## src/rtl/button_reader_if.sv

```systemverilog
// rtl/button_reader_if.sv - event handshake bundle between button_reader and its consumer
//
// Parameter N          : number of input channels, sizes evt_chan
// evt_valid    (m->s)  : event register holds an unconsumed event
// evt_ready    (s->m)  : consumer accepts on evt_valid && evt_ready
// evt_chan     (m->s)  : channel index of the event
// evt_press    (m->s)  : 1 = press, 0 = release
// evt_overflow (m->s)  : sticky, an unreported change was overwritten
// evt_long     (m->s)  : long-press event, only with BUTTON_READER_LONGPRESS_EN
interface button_reader_if #(
  parameter int N = 5
);
  localparam int CW = (N > 1) ? $clog2(N) : 1;

  logic          evt_valid;
  logic          evt_ready;
  logic [CW-1:0] evt_chan;
  logic          evt_press;
  logic          evt_overflow;
`ifdef BUTTON_READER_LONGPRESS_EN
  logic          evt_long;

  modport master (
    output evt_valid, evt_chan, evt_press, evt_overflow, evt_long,
    input  evt_ready
  );
  modport slave (
    input  evt_valid, evt_chan, evt_press, evt_overflow, evt_long,
    output evt_ready
  );
`else
  modport master (
    output evt_valid, evt_chan, evt_press, evt_overflow,
    input  evt_ready
  );
  modport slave (
    input  evt_valid, evt_chan, evt_press, evt_overflow,
    output evt_ready
  );
`endif
endinterface

```

## src/rtl/button_reader.sv

```systemverilog
// rtl/button_reader.sv - synchronize, debounce and report button level changes as events
//
// Optional feature macro: BUTTON_READER_LONGPRESS_EN (adds long-press events, evt.evt_long)
// clk   in  : internal oscillator clock
// rst   in  : synchronous active-high reset
// pins  in  : raw pin levels, 1 = pressed, asynchronous to clk
// level out : debounced stable level per channel
// evt       : button_reader_if.master event handshake (valid/ready, chan, press, overflow)
module button_reader #(
  parameter int N            = 5,
  parameter int TICK_DIV     = 11,
  parameter int DEBOUNCE_CNT = 16,
  parameter int LONG_TICKS   = 1000
) (
  input  logic           clk,
  input  logic           rst,
  input  logic [N-1:0]   pins,
  output logic [N-1:0]   level,
  button_reader_if.master evt
);
  localparam int CW = (N > 1) ? $clog2(N) : 1;

  if (N < 1 || N > 8) begin : g_bad_n
    $error("button_reader: N must be in 1..8");
  end
  if (DEBOUNCE_CNT < 2 || DEBOUNCE_CNT > 255) begin : g_bad_deb
    $error("button_reader: DEBOUNCE_CNT must be in 2..255");
  end
  if (LONG_TICKS < 1) begin : g_bad_long
    $error("button_reader: LONG_TICKS must be at least 1");
  end

  logic [N-1:0]        sync1_q, sync1_d, sync2_q, sync2_d;
  logic [TICK_DIV-1:0] div_q, div_d;
  logic                tick;
  logic [7:0]          cnt_q [N];
  logic [7:0]          cnt_d [N];
  logic [N-1:0]        level_q, level_d, flip;
  logic [N-1:0]        pend_q, pend_d, pend_lvl_q, pend_lvl_d;
  logic                evt_valid_q, evt_valid_d;
  logic [CW-1:0]       evt_chan_q, evt_chan_d;
  logic                evt_press_q, evt_press_d;
  logic                ovf_q, ovf_d;
  logic                free;
  logic [N-1:0]        cand, sel_oh, take_pend;
  logic [CW-1:0]       sel_idx;

`ifdef BUTTON_READER_LONGPRESS_EN
  localparam int HW = $clog2(LONG_TICKS + 1);
  logic [HW-1:0] hold_q [N];
  logic [HW-1:0] hold_d [N];
  logic [N-1:0]  long_q, long_d, take_long;
  logic          evt_long_q, evt_long_d;
`endif

  assign tick = &div_q;

  always_comb begin
    sync1_d     = pins;
    sync2_d     = sync1_q;
    div_d       = div_q + 1'b1;
    level_d     = level_q;
    flip        = '0;
    pend_d      = pend_q;
    pend_lvl_d  = pend_lvl_q;
    evt_valid_d = evt_valid_q;
    evt_chan_d  = evt_chan_q;
    evt_press_d = evt_press_q;
    ovf_d       = ovf_q;
    sel_oh      = '0;
    sel_idx     = '0;
    take_pend   = '0;
    for (int i = 0; i < N; i++) begin
      cnt_d[i] = cnt_q[i];
    end
`ifdef BUTTON_READER_LONGPRESS_EN
    long_d     = long_q;
    take_long  = '0;
    evt_long_d = evt_long_q;
    for (int i = 0; i < N; i++) begin
      hold_d[i] = hold_q[i];
    end
    cand = pend_q | long_q;
`else
    cand = pend_q;
`endif

    // Debounce: a level flip needs DEBOUNCE_CNT consecutive differing ticks.
    if (tick) begin
      for (int i = 0; i < N; i++) begin
        if (sync2_q[i] != level_q[i]) begin
          if (cnt_q[i] == 8'(DEBOUNCE_CNT - 1)) begin
            level_d[i] = ~level_q[i];
            flip[i]    = 1'b1;
            cnt_d[i]   = '0;
          end else begin
            cnt_d[i] = cnt_q[i] + 1'b1;
          end
        end else begin
          cnt_d[i] = '0;
        end
      end
    end

    // Lowest-indexed candidate wins: scan downward so the last hit is the lowest.
    for (int i = N - 1; i >= 0; i--) begin
      if (cand[i]) begin
        sel_oh  = '0;
        sel_oh[i] = 1'b1;
        sel_idx = CW'(i);
      end
    end

    free = !evt_valid_q || evt.evt_ready;
    if (free) begin
      if (|sel_oh) begin
        evt_valid_d = 1'b1;
        evt_chan_d  = sel_idx;
        take_pend   = sel_oh & pend_q;
`ifdef BUTTON_READER_LONGPRESS_EN
        // A level change on the channel outranks its long-press report.
        take_long   = sel_oh & ~pend_q;
        evt_press_d = (|take_pend) ? (|(pend_lvl_q & take_pend)) : 1'b1;
        evt_long_d  = |take_long;
`else
        evt_press_d = |(pend_lvl_q & take_pend);
`endif
      end else begin
        evt_valid_d = 1'b0;
      end
    end
    pend_d = pend_q & ~take_pend;

`ifdef BUTTON_READER_LONGPRESS_EN
    long_d = long_q & ~take_long;
    if (tick) begin
      for (int i = 0; i < N; i++) begin
        if (level_q[i] && hold_q[i] != HW'(LONG_TICKS)) begin
          hold_d[i] = hold_q[i] + 1'b1;
          if (hold_q[i] == HW'(LONG_TICKS - 1)) begin
            long_d[i] = 1'b1;
          end
        end
      end
    end
`endif

    // A pending change that is being loaded this edge is not lost, so no overflow.
    for (int i = 0; i < N; i++) begin
      if (flip[i]) begin
        if (pend_q[i] && !take_pend[i]) begin
          ovf_d = 1'b1;
        end
        pend_d[i]     = 1'b1;
        pend_lvl_d[i] = level_d[i];
`ifdef BUTTON_READER_LONGPRESS_EN
        if (!level_d[i]) begin
          hold_d[i] = '0;
          long_d[i] = 1'b0;
        end
`endif
      end
    end
  end

  always_ff @(posedge clk) begin
    if (rst) begin
      sync1_q     <= '0;
      sync2_q     <= '0;
      div_q       <= '0;
      level_q     <= '0;
      pend_q      <= '0;
      pend_lvl_q  <= '0;
      evt_valid_q <= 1'b0;
      evt_chan_q  <= '0;
      evt_press_q <= 1'b0;
      ovf_q       <= 1'b0;
      for (int i = 0; i < N; i++) begin
        cnt_q[i] <= '0;
      end
`ifdef BUTTON_READER_LONGPRESS_EN
      long_q     <= '0;
      evt_long_q <= 1'b0;
      for (int i = 0; i < N; i++) begin
        hold_q[i] <= '0;
      end
`endif
    end else begin
      sync1_q     <= sync1_d;
      sync2_q     <= sync2_d;
      div_q       <= div_d;
      level_q     <= level_d;
      pend_q      <= pend_d;
      pend_lvl_q  <= pend_lvl_d;
      evt_valid_q <= evt_valid_d;
      evt_chan_q  <= evt_chan_d;
      evt_press_q <= evt_press_d;
      ovf_q       <= ovf_d;
      for (int i = 0; i < N; i++) begin
        cnt_q[i] <= cnt_d[i];
      end
`ifdef BUTTON_READER_LONGPRESS_EN
      long_q     <= long_d;
      evt_long_q <= evt_long_d;
      for (int i = 0; i < N; i++) begin
        hold_q[i] <= hold_d[i];
      end
`endif
    end
  end

  assign level            = level_q;
  assign evt.evt_valid    = evt_valid_q;
  assign evt.evt_chan     = evt_chan_q;
  assign evt.evt_press    = evt_press_q;
  assign evt.evt_overflow = ovf_q;
`ifdef BUTTON_READER_LONGPRESS_EN
  assign evt.evt_long     = evt_long_q;
`endif
endmodule

```

## src/flat_wrapper.sv

```systemverilog
// flat-port wrapper written by rule: the top's interface ports become plain ports
module button_reader_flat 
#(
  parameter int N            = 5,
  parameter int TICK_DIV     = 11,
  parameter int DEBOUNCE_CNT = 16,
  parameter int LONG_TICKS   = 1000
)
  (clk, rst, pins, level, evt_evt_valid, evt_evt_chan, evt_evt_press, evt_evt_overflow, evt_evt_ready);
  button_reader_if #(.N(N)) evt_i ();
  input  logic clk;
  input  logic rst;
  input  logic [N-1:0] pins;
  output logic [N-1:0] level;
  output wire logic [$bits(evt_i.evt_valid)-1:0] evt_evt_valid;
  output wire logic [$bits(evt_i.evt_chan)-1:0] evt_evt_chan;
  output wire logic [$bits(evt_i.evt_press)-1:0] evt_evt_press;
  output wire logic [$bits(evt_i.evt_overflow)-1:0] evt_evt_overflow;
  input wire logic [$bits(evt_i.evt_ready)-1:0] evt_evt_ready;
  assign evt_evt_valid = evt_i.evt_valid;
  assign evt_evt_chan = evt_i.evt_chan;
  assign evt_evt_press = evt_i.evt_press;
  assign evt_evt_overflow = evt_i.evt_overflow;
  assign evt_i.evt_ready = evt_evt_ready;
  button_reader #(.N(N), .TICK_DIV(TICK_DIV), .DEBOUNCE_CNT(DEBOUNCE_CNT), .LONG_TICKS(LONG_TICKS)) u_core (.clk(clk), .rst(rst), .pins(pins), .level(level), .evt(evt_i));
endmodule
```

## config.mk

```make
export PLATFORM = sky130hd
export DESIGN_NAME = button_reader_flat
export DESIGN_NICKNAME = d
export VERILOG_FILES = /design/src/rtl/button_reader_if.sv /design/src/rtl/button_reader.sv /design/src/flat_wrapper.sv
export SDC_FILE = /design/constraint.sdc
export NUM_CORES = 1
export LEC_CHECK = 0
export CAP_MARGIN = 20
export CORE_UTILIZATION = 55
export DETAILED_ROUTE_END_ITERATION = 10
export HOLD_SLACK_MARGIN = 0.15
export PLACE_DENSITY = 0.83
export SLEW_MARGIN = 20
export SYNTH_ARGS = -nofsm -noshare
export SYNTH_HDL_FRONTEND = slang
export SYNTH_SLANG_ARGS = --single-unit
```

## constraint.sdc

```tcl
create_clock -name clk -period 4.6 [get_ports clk]
set_input_delay 0.92 -clock clk [delete_from_list [all_inputs] [get_ports clk]]
set_output_delay 0.92 -clock clk [all_outputs]
set_load 0.005 [all_outputs]
```

==> out/results.ini, run 1 <==
[synthesis]
netlist_instances=402
netlist-cell-type-count=46
synth_fp_nets=416
synthSimpleGateAreaFrac=0.274
ys_ff_latch=82
synth-compound-area-share=0.0971
synthMuxAreaShare=0.00567
async_flop_share=0
synth-edff-count=0
synth_xor_area_frac=0.109
synth_adder_area_share=0.0213
synth_area_sq_um=3530
avgSynthCellArea_sq_um=8.78
ys_warn_count=0
synthFlopType=dfxtp_1
synth_top_family_by_area=simple AND/OR/NAND/NOR gates
yosysSeqAreaShare=0.465

[global_routing]
grt_max_degree=57
grt.overflow.total=0
antenna_found_initial=0
grtUsageTotal=0.215
grt_pass1_vias=2523
grt_pass1_wl_um=11200

[layout]
diodes=0
final_nets=431
final_cells=497
fill_cells=475
mostFrequentLayoutCells=dfxtp_1 (82), nor2_1 (62), nand2_1 (28), xor2_1 (26), a21oi_1 (25)
final_common_cell=dfxtp_1
syn_to_final_growth_pct=11.6
final_area_sq_um=3940
drive_gt1_frac=0.0569

[cts]
clkSinkCount=82
cts_made_buffers=9
clk_pin_slew_worst_paths_ns=0.08
cts_tree=yes
cts_resized=0
postCtsHoldBufs=0
clock_path_buffers=2
postCtsSetupBuffers=0
clk_latency_ns=0.35
h-tree-depth=3
cts-root-buf=clkbuf_8

[hold_path]
min_path_type=register to register
min_path_cells=1
min_from=u_core.sync1_q[4]
min_to=u_core.sync2_q[4]

[detailed_routing]
vias=2784
drt_first_pass_iters=4
drc=0
viasPerCell=5.60
drt_wl_total_um=6560
final_antenna_net_count=0
drt_iter0_drc=131
post_drt_wl_per_cell_um=13.2

[sta]
finalSetupTns_ns=0
slew_headroom=0.373
fmax_ghz=0.415
rsz0062_at_grt=no
drv_slew=0
fin_skew_ns=0.00792
setup_viol=0
finalHoldViolations=0
fin_crit_ns=2.41
period_share=0.524
tightest_slew_ns=0.940

[pwr]
seqPwrFrac=0.562
finalPower_mw=1.29
ir_drop_uv=228
p_comb_frac=0.029
p_int_mw=1.01
clkPwrFrac=0.409
switching_share=0.217
leakagePower_nw=1.45
p_per_area_nw_per_um2=328
p_sw_mw=0.281

[worst_setup_path]
worstReg2RegStart=u_core.div_q[0]
end_kind=register
cp_top_family=simple AND/OR/NAND/NOR gates
critPathKind=register to register
critPathMaxStageDelay_ns=0.47
r2r-end=u_core.cnt_q[0][31]
reg2reg_depth=7
path_cells=ha_1, and2_1, and4_1, buf_4, nand4_1, or3_1, a21oi_1
start_kind=register
reg2reg_setup_slack_ns=2.19
crit_arrival_ns=2.70
crit_buf_inv=1
slowest_stage=and4_1
cp_max_fo=25
crit_required_ns=4.89

[floorplan]
initial_core_util=0.582
row_count=28
fp.dieH_um=82.1
die_area_sq_um=6740
ioPinCount=19
die_w_um=82.1
core_area_sq_um=6060

[place]
routabilityCongestion=0.828
dpl_cell_area_sq_um=3740
io_buffers=18
dp_hpwl_um=4380
dp_cells=481

[outcome]
status=finished clean

[run]
drv_cap=0

[power groups by stage]
stage	clock, mW	combinational (mW)	sequential, mW
CTS	0.534	0.0374	0.727
floorplan	0	0.0262	0.742
finish	0.529	0.0371	0.728
global route	0.563	0.0415	0.729
global placement	0	0.0354	0.743
detailed placement	0	0.0367	0.744
[worst reg2reg max path, delay by kind of cell (launching register included)]
family                     cells  cell delay [ns]
AOI/OAI and AO/OA              1             0.14
and+or+nand+nor                4             1.27
DFF                            1             0.37
buffers and inverters          1             0.35
adders and majority gates      1             0.22
[cells in the mapped netlist (all sizes together), types with 11 or more instances]
library cell  number  area share
xnor2             18       0.045
a21oi             25       0.035
xor2              26       0.065
and3              11       0.020
nand2             28       0.030
nor2b             15       0.027
nor2              62       0.066
nand4             12       0.026
dfxtp             82        0.47
nand3             18       0.026
o21ai             14       0.020
nor3              13       0.023
[cells by family (layout without fill, tap and decap cells)]
group / Yosys count / after routing
compound gates: 58 / 58
xor+xnor: 44 / 44
fa+ha+maj: 6 / 6
buf+inv: 22 / 42
flops: 82 / 82
mux: 2 / 2
simple gates: 188 / 188
[worst max-delay path by stage]
stage	start	to	slack [ns]	cells after the start
CTS	u_core.div_q[0]	u_core.cnt_q[0][16]	2.16	6
detailed placement	evt_evt_ready	u_core.evt.evt_overflow	2.05	6
global route	u_core.div_q[0]	u_core.cnt_q[0][16]	1.97	6
global placement	evt_evt_ready	u_core.evt.evt_overflow	2.09	6
floorplan	evt_evt_ready	u_core.evt.evt_overflow	2.67	5
finish	u_core.div_q[0]	u_core.cnt_q[0][31]	2.19	7
[state kept, by name, summed over array words and instances, names as in the netlist]
signal	flops
u_core.div_q	11
u_core.pend_lvl_q	5
u_core.sync2_q	5
u_core.evt.evt_valid	1
u_core.evt.evt_chan	3
u_core.sync1_q	5
u_core.level	5
u_core.cnt_q	40
u_core.evt.evt_overflow	1
u_core.cand	5
u_core.evt.evt_press	1
[through the flow]
stage	hold slack (ns)	setup WS [ns]	utilization
floorplan	0.414	2.67	-
global placement	0.417	2.09	0.616
detailed placement	0.429	2.05	0.616
CTS	0.447	2.16	0.650
global route	0.464	1.97	0.650
finish	0.442	2.19	0.650
[area by class of cell]
type                    instances  area (sq um)  share of cell area
repair buffers                 19           183              0.0464
multi-input cells             298          1790               0.455
inverters                       7          26.3             0.00667
clock inverters                 5          52.6              0.0133
well taps                      75          93.8              0.0238
flip-flops and latches         82          1640               0.417
clock buffers                  11           151              0.0384
[metal layers]
metal  up-vias  wire length [um]  track usage
li1       1420                 -            -
met1      1291              3190        0.294
met2        56              2970        0.332
met3        17               255       0.0440
met4         0               145       0.0877
met5         -                 0            0
(Power assumes the default switching activity.)
==> inputs of run 2 (changes only) <==
Settings changed: CORE_UTILIZATION 55 to 53, PLACE_DENSITY 0.83 to 0.84.
Clock period 4.6 ns to 2.03 ns, I/O delays scaled along.
==> run 2 against run 1 <==
Routed wire length grew 5.5%. First-iteration DRC count increased by 25%. Largest cell class unchanged. Flip-flop and latch count unchanged. Critical endpoint is now u_core.cnt_q[0][23].
==> out/results.ini, run 2 (same netlist as run 1, synthesis figures left out) <==
[outcome]
status=finished clean

[sta]
fin_skew_ns=0.00955  ; +0.00163 ns
fin_crit_ns=1.93  ; -0.485 ns
layout_setup_ws_ns=0.105  ; -2.08 ns
setup_viol=0  ; unchanged
period_share=0.948  ; +0.424
drv_slew=0  ; unchanged
finalHoldViolations=0  ; unchanged
rsz0062_at_grt=yes
slew_headroom=0.623  ; +0.249
tightest_slew_ns=0.566  ; -0.374 ns
finalSetupTns_ns=0  ; unchanged
fmax_ghz=0.519  ; +25%

[floorplan]
initial_core_util=0.553  ; -0.0297
die_area_sq_um=6990  ; +3.7%
die_w_um=83.6  ; +1.8%
row_count=29  ; +3.6%
fp.dieH_um=83.6  ; +1.8%
ioPinCount=19  ; unchanged
core_area_sq_um=6390  ; +5.4%

[cts]
clk_pin_slew_worst_paths_ns=0.08  ; about the same
cts_tree=yes
clock_path_buffers=2  ; unchanged
clk_latency_ns=0.35  ; about the same
cts_made_buffers=9  ; unchanged
h-tree-depth=3  ; unchanged
cts-root-buf=clkbuf_8
clkSinkCount=82  ; unchanged
postCtsHoldBufs=0  ; unchanged

[layout]
syn_to_final_growth_pct=16.0
mostFrequentLayoutCells=dfxtp_1 (82), nor2_1 (61), nand2_1 (28), xor2_1 (26), a21oi_1 (25)
final_nets=445  ; +3.2%
final_common_cell=dfxtp_1
final_area_sq_um=4090  ; +3.9%
regArea_sq_um=1640  ; unchanged
fill_cells=494  ; +4.0%
top_regs=u_core.cnt_q (40), u_core.div_q (11)
largest_reg_flops=40  ; unchanged
multi_input_area_sq_um=1810  ; +0.84%
final_core_util=0.641  ; -0.00902
diodes=0  ; unchanged
largest_register=u_core.cnt_q
drive_gt1_frac=0.0986  ; +0.0418

[global_routing]
grt_max_degree=31  ; -46%
grt_pass1_wl_um=12000  ; +7.1%
grt_pass1_vias=2702  ; +7.1%
grt.overflow.total=0  ; unchanged
grtUsageTotal=0.210  ; -0.00536
antenna_found_initial=0  ; unchanged

[hold_path]
min_to=u_core.sync2_q[0]
min_path_type=register to register
min_path_cells=1  ; unchanged
min_from=u_core.sync1_q[0]

[detailed_routing]
drt_iter0_drc=164  ; +25%
post_drt_wl_per_cell_um=13.5  ; +2.2%
final_antenna_net_count=0  ; unchanged
viasPerCell=5.53  ; -1.3%
drt_first_pass_iters=4  ; unchanged
drt_wl_total_um=6920  ; +5.5%
drc=0  ; unchanged
vias=2835  ; +1.8%

[worst_setup_path]
cp_max_fo=11  ; -56%
start_kind=register
end_kind=register
reg2reg_setup_slack_ns=0.10  ; -2.08 ns
worstReg2RegStart=u_core.div_q[0]
crit_arrival_ns=2.20  ; -0.50 ns
crit_required_ns=2.31  ; -2.58 ns
r2r-end=u_core.cnt_q[0][23]
critPathKind=register to register
reg2reg_depth=7  ; unchanged

[place]
io_buffers=18  ; unchanged
routabilityCongestion=0.869  ; +4.9%
dpl_cell_area_sq_um=3840  ; +2.7%
place_ws_ns=0.00392  ; -2.04 ns
dp_hpwl_um=4870  ; +11%

[run]
drv_cap=0  ; unchanged

[pwr]
leakagePower_nw=1.53  ; +5.0%
p_per_area_nw_per_um2=742  ; +130%
ir_drop_uv=530  ; +130%
finalPower_mw=3.04  ; +130%

[run 2: cell types whose count changed in the layout (fill, tap and decap cells not counted), sizes merged]
cell | before | now
buf | 2 | 16
clkbuf | 11 | 10
bufinv | 1 | 2
[run 2: metal layers]
layer / vias to the layer above / track usage / share of wire / routed length, um
li1: 1446 / - / - / -
met1: 1332 / 0.267 / 0.47 / 3280
met2: 43 / 0.350 / 0.48 / 3320
met3: 14 / 0.0396 / 0.028 / 197
met4: 0 / 0.0863 / 0.018 / 124
met5: - / 0 / 0 / 0
[run 2: worst max-delay path by stage]
stage | from | to | slack, ns | cells after the start
final | u_core.div_q[0] | u_core.cnt_q[0][23] | 0.10 | 7
after CTS | u_core.div_q[0] | u_core.pend_lvl_q[0] | 0.02 | 7
after floorplan | u_core.div_q[0] | u_core.cnt_q[0][16] | 0.25 | 7
after global routing | u_core.div_q[0] | u_core.evt.evt_overflow | -0.01 | 7
after detailed placement | u_core.div_q[0] | u_core.cnt_q[0][29] | 0.004 | 7
after global placement | u_core.div_q[0] | u_core.cnt_q[0][31] | 0.11 | 7
[run 2: final cells by class]
cell class	count	share of cell area
multi-input cells	298	0.441
flip-flops and latches	82	0.401
repair buffers	33	0.0721
clock buffers	10	0.0336
well taps	77	0.0235
clock inverters	6	0.0220
inverters	7	0.00642
[run 2: stage by stage]
step / hold WS, ns / cells
CTS: 0.441 / 512
detailed placement: 0.428 / 496
global route: 0.467 / 513
global placement: 0.415 / 496
finish: 0.437 / 513
floorplan: 0.414 / 402
[run 2: timing repair]
item,4_1_cts,5_1_grt
pin swaps,0,1
setup buffers,0,1
endpoints found under the setup margin,7,35
resized for setup,1,7
[run 2: critical path, cell delays in order (launching register included)]
cell	delay (ns)
dfxtp_1	0.34
ha_1	0.25
and2_2	0.25
nand4_4	0.21
buf_4	0.17
nor2_1	0.04
or3_1	0.43
nor2_1	0.16
[run 2: where the power goes]
| group | leakage (nW) | total (mW) | internal (mW) | switching (mW) |
|---|---|---|---|---|
| Clock | 0.112 | 1.30 | 0.728 | 0.573 |
| Sequential | 0.664 | 1.65 | 1.63 | 0.0187 |
| Combinational | 0.750 | 0.0892 | 0.0401 | 0.0490 |
| Total | 1.53 | 3.04 | 2.40 | 0.641 |
